--- config.mk ---
export PLATFORM = sky130hd
export DESIGN_NAME = mem_arbiter
export DESIGN_NICKNAME = d
export VERILOG_FILES = /design/src/rtl/mem_arbiter_pkg.sv /design/src/rtl/mem_arb_timer.sv /design/src/rtl/mem_arbiter.sv
export SDC_FILE = /design/constraint.sdc
export NUM_CORES = 1
export LEC_CHECK = 0
export ABC_AREA = 1
export BUFFER_PORTS_ARGS = -buffer_cell sky130_fd_sc_hd__buf_2
export CAP_MARGIN = 20
export CORE_ASPECT_RATIO = 1.25
export CORE_UTILIZATION = 45
export CTS_CLUSTER_DIAMETER = 50
export DETAILED_ROUTE_END_ITERATION = 8
export PLACE_DENSITY = 0.79
export SLEW_MARGIN = 20
export SYNTH_ARGS = -nofsm -noshare
export SYNTH_HDL_FRONTEND = slang
export SYNTH_SLANG_ARGS = --single-unit
--- constraint.sdc ---
create_clock -name clk -period 2.1 [get_ports clk]
set_input_delay 0.315 -clock clk [delete_from_list [all_inputs] [get_ports clk]]
set_output_delay 0.315 -clock clk [all_outputs]
set_load 0.1 [all_outputs]
--- src/rtl/mem_arbiter_pkg.sv ---
// Shared types for the IF/MEM external bus arbiter.
package mem_arbiter_pkg;

    typedef enum logic [1:0] {
        ARB_IDLE,
        ARB_IBUS,
        ARB_DBUS,
        ARB_RESP
    } arb_state_t;

    typedef enum logic {
        OWNER_I,
        OWNER_D
    } owner_t;

    // Instruction fetches always read a full word.
    localparam logic [3:0] FETCH_SEL = 4'hF;

endpackage

--- src/rtl/mem_arb_timer.sv ---
// Bus watchdog for mem_arbiter: counts stalled bus cycles and flags the last
// permitted one. Instantiated only when MEM_ARB_TIMEOUT_EN is defined.
module mem_arb_timer #(
    parameter int unsigned TIMEOUT = 255
) (
    input  logic clk,
    input  logic rst,
    input  logic clear,
    input  logic inc,
    output logic expire
);

    localparam int unsigned CNT_W = (TIMEOUT < 2) ? 1 : $clog2(TIMEOUT);

    logic [CNT_W-1:0] count;

    always_ff @(posedge clk) begin
        if (rst || clear) begin
            count <= '0;
        end else if (inc) begin
            count <= count + 1'b1;
        end
    end

    // High during the TIMEOUT-th bus cycle, so bus_req_o stays up exactly TIMEOUT cycles.
    assign expire = (count == CNT_W'(TIMEOUT - 1));

endmodule

--- src/rtl/mem_arbiter.sv ---
// Arbitrates the external memory bus between instruction fetch and the MEM stage,
// one outstanding transaction at a time. Optional watchdog: MEM_ARB_TIMEOUT_EN.
module mem_arbiter
    import mem_arbiter_pkg::*;
#(
    parameter int unsigned ADDR_W  = 32,
    parameter int unsigned DATA_W  = 32,
    parameter int unsigned TIMEOUT = 255
) (
    input  logic              clk,
    input  logic              rst,

    input  logic              if_req_i,
    input  logic [ADDR_W-1:0] if_addr_i,
    output logic              if_ack_o,
    output logic [DATA_W-1:0] if_rdata_o,

    input  logic              mem_req_i,
    input  logic              mem_we_i,
    input  logic [3:0]        mem_sel_i,
    input  logic [ADDR_W-1:0] mem_addr_i,
    input  logic [DATA_W-1:0] mem_wdata_i,
    output logic              mem_ack_o,
    output logic [DATA_W-1:0] mem_rdata_o,

    output logic              bus_req_o,
    output logic              bus_we_o,
    output logic [3:0]        bus_sel_o,
    output logic [ADDR_W-1:0] bus_addr_o,
    output logic [DATA_W-1:0] bus_wdata_o,
    input  logic              bus_ack_i,
    input  logic [DATA_W-1:0] bus_rdata_i,

    output logic              stallreq_if_o,
    output logic              stallreq_mem_o,
    output logic              err_o
);

    arb_state_t state;
    owner_t     owner;
    logic       busy;
    logic       expire;

    assign busy = (state == ARB_IBUS) || (state == ARB_DBUS);

`ifdef MEM_ARB_TIMEOUT_EN
    mem_arb_timer #(
        .TIMEOUT(TIMEOUT)
    ) u_timer (
        .clk    (clk),
        .rst    (rst),
        .clear  (state == ARB_IDLE),
        .inc    (busy && !bus_ack_i),
        .expire (expire)
    );
`else
    // No watchdog: a transaction waits for the slave forever.
    assign expire = (TIMEOUT == 0) && 1'b0;
`endif

    always_ff @(posedge clk) begin
        if (rst) begin
            state       <= ARB_IDLE;
            owner       <= OWNER_I;
            bus_req_o   <= 1'b0;
            bus_we_o    <= 1'b0;
            bus_sel_o   <= '0;
            bus_addr_o  <= '0;
            bus_wdata_o <= '0;
            if_ack_o    <= 1'b0;
            if_rdata_o  <= '0;
            mem_ack_o   <= 1'b0;
            mem_rdata_o <= '0;
            err_o       <= 1'b0;
        end else begin
            case (state)
                ARB_IDLE: begin
                    // Data wins: it belongs to the older instruction.
                    if (mem_req_i) begin
                        owner       <= OWNER_D;
                        bus_req_o   <= 1'b1;
                        bus_we_o    <= mem_we_i;
                        bus_sel_o   <= mem_sel_i;
                        bus_addr_o  <= mem_addr_i;
                        bus_wdata_o <= mem_wdata_i;
                        state       <= ARB_DBUS;
                    end else if (if_req_i) begin
                        owner       <= OWNER_I;
                        bus_req_o   <= 1'b1;
                        bus_we_o    <= 1'b0;
                        bus_sel_o   <= FETCH_SEL;
                        bus_addr_o  <= if_addr_i;
                        bus_wdata_o <= '0;
                        state       <= ARB_IBUS;
                    end
                end

                ARB_IBUS, ARB_DBUS: begin
                    if (bus_ack_i) begin
                        bus_req_o <= 1'b0;
                        err_o     <= 1'b0;
                        state     <= ARB_RESP;
                        if (owner == OWNER_I) begin
                            if_rdata_o <= bus_rdata_i;
                            if_ack_o   <= 1'b1;
                        end else begin
                            if (!bus_we_o) begin
                                mem_rdata_o <= bus_rdata_i;
                            end
                            mem_ack_o <= 1'b1;
                        end
                    end else if (expire) begin
                        bus_req_o <= 1'b0;
                        err_o     <= 1'b1;
                        state     <= ARB_RESP;
                        if (owner == OWNER_I) begin
                            if_rdata_o <= '0;
                            if_ack_o   <= 1'b1;
                        end else begin
                            mem_rdata_o <= '0;
                            mem_ack_o   <= 1'b1;
                        end
                    end
                end

                ARB_RESP: begin
                    // No arbitration here, so a still-high request is not reissued.
                    if_ack_o  <= 1'b0;
                    mem_ack_o <= 1'b0;
                    err_o     <= 1'b0;
                    state     <= ARB_IDLE;
                end

                default: state <= ARB_IDLE;
            endcase
        end
    end

    assign stallreq_mem_o = mem_req_i && !((state == ARB_RESP) && (owner == OWNER_D));
    assign stallreq_if_o  = if_req_i  && !((state == ARB_RESP) && (owner == OWNER_I));

endmodule

==> flow_summary.json, run 1 <==
{
  "status": "finished clean",
  "initial_core_util_pct": 46.2,
  "cts-hold-fix-buffers": 0,
  "fin_crit_sh_pct": 89.4,
  "fin_nets": 1137,
  "synth-simple-area-share_pct": 27.5,
  "tns_ns": 0,
  "first_pass_iters": 5,
  "grt_pass1_vias": 5269,
  "pwr_density_cell_nw_per_um2": 1820,
  "fillCellCount": 1127,
  "fp.dieArea_sq_um": 12400,
  "power_frac_comb_pct": 51.5,
  "critPathMaxStageDelay_ns": 0.45,
  "muxShareOfSynthArea_pct": 0,
  "clk_pin_slew_worst_paths_ns": 0.06,
  "reg2reg_to": "mem_rdata_o[10]$_SDFFE_PP0P_",
  "area_delta_synth_final_pct": 36.6,
  "leakage_nw": 3.71,
  "syn-num-nets": 882,
  "min_to": "bus_wdata_o[9]$_SDFFE_PP0P_",
  "cp_cell_sequence": "ha_1 > a21oi_2 > buf_2",
  "io_pins": 277,
  "post-cts-setup-buffer-count": 0,
  "die_width_microns": 99.9,
  "routed_via_density": 4.71,
  "root_buffer": "clkbuf_16",
  "worstSetupPathType": "reg2out",
  "holdCritStartpoint": "mem_wdata_i[9]",
  "path_buf_inv": 1,
  "period_minus_slack_ns": 1.88,
  "hold_viol": 0,
  "synth_xor_area_share_pct": 0,
  "crit_slowest_cell": "buf_2",
  "syn_area_per_cell_sq_um": 7.28,
  "grt_overflow": 0,
  "clock_skew_ns": 0.00808,
  "maxCapViolations": 0,
  "syn_area_sq_um": 5390,
  "routed_wirelength_mm": 15.3,
  "p_int_mw": 6.14,
  "ys_warn_count": 0,
  "cts_tree": "built",
  "routabilityCongestion": 0.828,
  "hp-class": "in2reg",
  "required_ns": 1.78,
  "avgRoutedWirePerCell_microns": 13.1,
  "io_buffers": 275,
  "htreeDepth": 4,
  "seqPwrFrac_pct": 26.3,
  "synth_compound_area_share_pct": 13.4,
  "slew_headroom_pct": 52.1,
  "critPathCaptureType": "primary output",
  "r2r_start": "state[0]$_SDFFE_PP0P_",
  "drc": 0,
  "cp.depth": 3,
  "min_path_cells": 3,
  "grt_first_pass_wirelength_mm": 24.8,
  "numCtsBuffers": 17,
  "antenna_found_initial": 1,
  "multi_input_area_sq_um": 2260,
  "antenna_cells": 0,
  "clkLatencyLatePin_ns": 0.40,
  "finalMaxSlewViolations": 0,
  "rsz0062_at_grt": "no",
  "drtIter0Drc": 167,
  "cts_resized": 0,
  "fmaxAchievable_mhz": 533,
  "arrival_ns": 1.56,
  "ant_nets": 0,
  "cp_top_family": "buffers and inverters",
  "die_y_microns": 124,
  "fp-row-count": 44,
  "hpwl_mm": 10.7,
  "cts_sinks": 139,
  "yosysSeqAreaShare_pct": 51.6,
  "swShare_pct": 54.1,
  "regToRegSetupSlack_ns": 0.31,
  "synth_top_family_by_area": "simple AND/OR/NAND/NOR gates",
  "setup_viol": 0,
  "tightest_slew_ns": 0.718,
  "switching_power_mw": 7.23,
  "rr_worst_depth": 8,
  "grt_max_degree": 72,
  "vias": 5514,
  "ir_drop_mv": 0.910,
  "layout_setup_ws_ns": 0.223,
  "synthDistinctLibCells": 22,
  "seq_area_sq_um": 2780,
  "clock_power_share_pct": 22.3,
  "grt_util_all_layers_pct": 25.0,
  "syn_inst": 741,
  "pre_cts_ws_ns": 0.326,
  "cp_max_fo": 3,
  "coreArea_sq_um": 11700,
  "yosys_register_bits": 139,
  "crit_path_start_kind": "register",
  "ctsLongestPathBuffers": 2,
  "drive_gt1_share_pct": 32.4,
  "yosys.area_share.adder_pct": 0.696
}
## through the flow
stage | power [mW] | instance area, sq um | instances | utilization [%] | hold slack [ns]
floorplan | 9.46 | 5400 | 741 | - | 0.458
global placement | 10.4 | 6770 | 1138 | 58.0 | 0.444
detailed placement | 10.5 | 6770 | 1138 | 58.0 | 0.450
CTS | 13.5 | 7360 | 1170 | 63.1 | 0.136
global route | 14.0 | 7360 | 1170 | 63.1 | 0.146
finish | 13.4 | 7360 | 1170 | 63.1 | 0.153
## placed cells by master, fill, tap and decap left out, types with 2 or more instances in the layout
| cell | synthesis | final |
|---|---|---|
| a21oi_2 | 0 | 2 |
| clkinv_2 | 1 | 3 |
| clkinvlp_4 | 0 | 2 |
| clkbuf_16 | 0 | 17 |
| nand2_1 | 241 | 241 |
| inv_1 | 12 | 11 |
| buf_4 | 1 | 9 |
| bufinv_16 | 0 | 2 |
| o21ai_0 | 69 | 69 |
| ha_1 | 3 | 3 |
| nand2_2 | 2 | 2 |
| nor2_1 | 142 | 142 |
| a21oi_1 | 70 | 68 |
| clkinv_4 | 0 | 2 |
| dfxtp_1 | 139 | 139 |
| buf_2 | 18 | 274 |
| nand3_1 | 5 | 5 |
| inv_2 | 4 | 4 |
| inv_6 | 0 | 5 |
## synth_stat cells
library cell / number / area share (%)
clkbuf_2: 3 / 0.28
o21bai_1: 1 / 0.14
o21ai_0: 69 / 6.4
o21ai_4: 1 / 0.30
dfxtp_1: 139 / 52
a21oi_1: 70 / 6.5
buf_4: 1 / 0.14
ha_1: 3 / 0.70
buf_2: 18 / 1.7
nand3_1: 5 / 0.46
buf_1: 2 / 0.14
nor2_1: 142 / 9.9
nand2_1: 241 / 17
nand2_2: 2 / 0.23
clkinv_2: 1 / 0.093
inv_2: 4 / 0.28
conb_1: 1 / 0.070
o21ai_1: 1 / 0.093
inv_1: 12 / 0.84
clkbuf_1: 13 / 0.91
buf_6: 11 / 2.3
nand3_2: 1 / 0.19
## worst register-to-register path, delay by kind of cell, from the launching register on
family	cells	cell delay, ns
DFF	1	0.34
adders and majority gates	1	0.39
buffers and inverters	3	0.46
and+or+nand+nor	4	0.51
## layout make-up
cell class,count,area share [%]
Timing Repair Buffer,284,19.8
Clock inverter,14,2.14
Sequential cell,139,37.8
Inverter,17,0.884
Clock buffer,18,5.96
Tap cell,161,2.74
Multi-Input combinational cell,537,30.7
## state kept, by name (all words and copies together) (netlist names)
name / flops
bus_addr_o: 32
bus_req_o: 1
bus_sel_o: 4
bus_wdata_o: 32
bus_we_o: 1
if_ack_o: 1
if_rdata_o: 32
mem_ack_o: 1
mem_rdata_o: 32
owner: 1
state: 2
## power groups by stage
stage | clock, mW | sequential [mW] | combinational [mW]
after global routing | 3.17 | 3.59 | 7.29
after CTS | 3.04 | 3.52 | 6.91
after global placement | 0 | 3.54 | 6.85
final | 2.98 | 3.52 | 6.88
after floorplan | 0 | 7.57 | 1.89
after detailed placement | 0 | 3.56 | 6.89
## how the worst max path moves through the flow
stage	slack, ns	from	to
floorplan	0.29	mem_req_i	stallreq_mem_o
global placement	0.37	state[0]$_SDFFE_PP0P_	mem_rdata_o[22]$_SDFFE_PP0P_
detailed placement	0.33	state[0]$_SDFFE_PP0P_	mem_rdata_o[7]$_SDFFE_PP0P_
CTS	0.20	state[0]$_SDFFE_PP0P_	stallreq_if_o
global route	0.11	state[0]$_SDFFE_PP0P_	mem_rdata_o[0]$_SDFFE_PP0P_
finish	0.22	state[0]$_SDFFE_PP0P_	stallreq_if_o
## logic make-up (layout without fill, tap and decap cells)
logic type	after synthesis	in the layout
buffers and inverters	65	333
flip-flops	139	139
AO/OA/AOI/OAI	142	142
other	1	1
AND/OR/NAND/NOR	391	391
adder cells (fa/ha/maj)	3	3
## per-layer routing
| metal | vias to the layer above | GRT usage (%) | share of wire [%] |
|---|---|---|---|
| met5 | - | 0 | 0 |
| li1 | 2843 | - | - |
| met1 | 2444 | 28.2 | 40 |
| met2 | 192 | 43.7 | 51 |
| met3 | 35 | 7.13 | 6.4 |
| met4 | 0 | 10.2 | 2.7 |
Power figures use the tool's default switching activity.
==> run 2: changes to the inputs <==
--- a/config.mk
+++ b/config.mk
@@ -8,11 +8,13 @@
 export ABC_AREA = 1
 export BUFFER_PORTS_ARGS = -buffer_cell sky130_fd_sc_hd__buf_2
 export CAP_MARGIN = 20
-export CORE_ASPECT_RATIO = 1.25
-export CORE_UTILIZATION = 45
+export CELL_PAD_IN_SITES_DETAIL_PLACEMENT = 1
+export CELL_PAD_IN_SITES_GLOBAL_PLACEMENT = 1
+export CORE_ASPECT_RATIO = 1.5
+export CORE_UTILIZATION = 28
 export CTS_CLUSTER_DIAMETER = 50
 export DETAILED_ROUTE_END_ITERATION = 8
-export PLACE_DENSITY = 0.79
+export PLACE_DENSITY_LB_ADDON = 0.1
 export SLEW_MARGIN = 20
 export SYNTH_ARGS = -nofsm -noshare
 export SYNTH_HDL_FRONTEND = slang
==> constraint.sdc (replaced) <==
create_clock -name clk -period 1.6 [get_ports clk]
set_input_delay 0.24 -clock clk [delete_from_list [all_inputs] [get_ports clk]]
set_output_delay 0.24 -clock clk [all_outputs]
set_load 0.1 [all_outputs]
==> flow_summary.json, run 2 (synthesized netlist as in run 1, its figures left out) <==
{
  "pwr_density_cell_nw_per_um2": 2360,
  "layout.cells.non_filler": 1273,
  "hp-class": "in2reg",
  "antenna_found_initial": 1,
  "fin_crit_sh_pct": 96.6,
  "slew_headroom_pct": 64.8,
  "grt_first_pass_wirelength_mm": 28.2,
  "fin_util_pct": 41.2,
  "fmaxAchievable_mhz": 647,
  "postPlaceCellArea_sq_um": 7080,
  "initial_core_util_pct": 28.8,
  "pre_cts_ws_ns": 0.0865,
  "grt_pass1_vias": 5477,
  "layout_setup_ws_ns": 0.0547,
  "critPathCaptureType": "primary output",
  "cts_tree": "built",
  "finalMaxSlewViolations": 0,
  "fin_nets": 1148,
  "whs_ns": 0.0773,
  "clk_pin_slew_worst_paths_ns": 0.06,
  "arrival_ns": 1.31,
  "io_buffers": 275,
  "cp_max_fo": 3,
  "required_ns": 1.36,
  "clock_skew_ns": 0.0100,
  "worstSetupPathType": "reg2out",
  "numCtsBuffers": 17,
  "grt_overflow": 0,
  "p_total_mw": 18.2,
  "period_minus_slack_ns": 1.55,
  "setup_viol": 0,
  "routed_via_density": 4.38,
  "first_pass_iters": 4,
  "tns_ns": 0,
  "die_width_microns": 115,
  "avgRoutedWirePerCell_microns": 14.5,
  "leakage_nw": 3.80,
  "drive_gt1_share_pct": 33.4,
  "final_cell_mix": "buf_2 (273), nand2_1 (241), nor2_1 (142)",
  "fp.dieArea_sq_um": 19800,
  "critPathCapture": "stallreq_mem_o",
  "reg2reg_to": "mem_rdata_o[19]$_SDFFE_PP0P_",
  "hpwl_mm": 13.6,
  "regToRegSetupSlack_ns": 0.14,
  "r2r_start": "state[1]$_SDFFE_PP0P_",
  "critPathLaunch": "state[0]$_SDFFE_PP0P_",
  "routabilityCongestion": 0.762,
  "finalInstanceArea_sq_um": 7710,
  "maxCapViolations": 0,
  "drc": 0,
  "vias": 5571,
  "io_pins": 277,
  "routed_wirelength_mm": 18.4,
  "final_common_cell": "buf_2",
  "coreArea_sq_um": 18700,
  "grt_util_all_layers_pct": 18.4,
  "dp_cells": 1240,
  "ant_nets": 0,
  "tightest_slew_ns": 0.531,
  "die_y_microns": 172,
  "rsz0062_at_grt": "yes",
  "ctsLongestPathBuffers": 2,
  "rr_worst_depth": 8,
  "clkLatencyLatePin_ns": 0.41,
  "root_buffer": "clkbuf_16",
  "crit_path_start_kind": "register",
  "drtIter0Drc": 160,
  "status": "finished clean",
  "post-cts-setup-buffer-count": 0,
  "htreeDepth": 4,
  "cts_sinks": 139,
  "ir_drop_mv": 0.894,
  "grt_max_degree": 69,
  "area_delta_synth_final_pct": 43.0,
  "fp-row-count": 61,
  "hold_viol": 0
}
## run 2: worst min-delay path by stage
| stage | startpoint | slack, ns | endpoint | cells past startpoint |
|---|---|---|---|---|
| finish | mem_wdata_i[3] | 0.08 | bus_wdata_o[3]$_SDFFE_PP0P_ | 3 |
| global route | mem_wdata_i[18] | 0.06 | bus_wdata_o[18]$_SDFFE_PP0P_ | 3 |
| CTS | mem_wdata_i[27] | 0.06 | bus_wdata_o[27]$_SDFFE_PP0P_ | 3 |
| detailed placement | bus_wdata_o[10]$_SDFFE_PP0P_ | 0.45 | bus_wdata_o[10]$_SDFFE_PP0P_ | 2 |
| global placement | bus_sel_o[3]$_SDFFE_PP0P_ | 0.44 | bus_sel_o[3]$_SDFFE_PP0P_ | 2 |
| floorplan | mem_we_i | 0.38 | bus_we_o$_SDFFE_PP0P_ | 2 |
## run 2: where the power goes
part | internal, mW | total (mW) | switching (mW)
combinational | 1.80 | 9.57 | 7.77
sequential | 4.25 | 4.60 | 0.354
clock | 2.51 | 4.05 | 1.53
total | 8.56 | 18.2 | 9.66
## run 2: final cells by class
class                           instances  area, sq um
Tap cell                              252          315
Sequential cell                       139         2790
Inverter                               17         65.1
Fill cell                            2432        11000
Clock inverter                         12          164
Multi-Input combinational cell        537         2270
Clock buffer                           20          447
Antenna cell                            1         2.50
Timing Repair Buffer                  295         1660
## run 2: routing by layer
layer	routed length, microns	track usage [%]
met2	9660	34.4
met3	1170	5.75
met1	7250	19.3
met5	0	0
met4	323	5.76
## run 2: worst max-delay path, cell delays in order, from the launching register on
cell	delay (ns)
dfxtp_1	0.31
ha_2	0.21
a21oi_2	0.18
buf_12	0.20
## run 2: what timing repair did
| item | 4_1_cts | 5_1_grt |
|---|---|---|
| gates cloned | 0 | 0 |
| gates resized for setup | 1 | 2 |
| setup endpoints to repair | 2 | 22 |
| hold buffers | 0 | 0 |
| pin swaps | 2 | 0 |
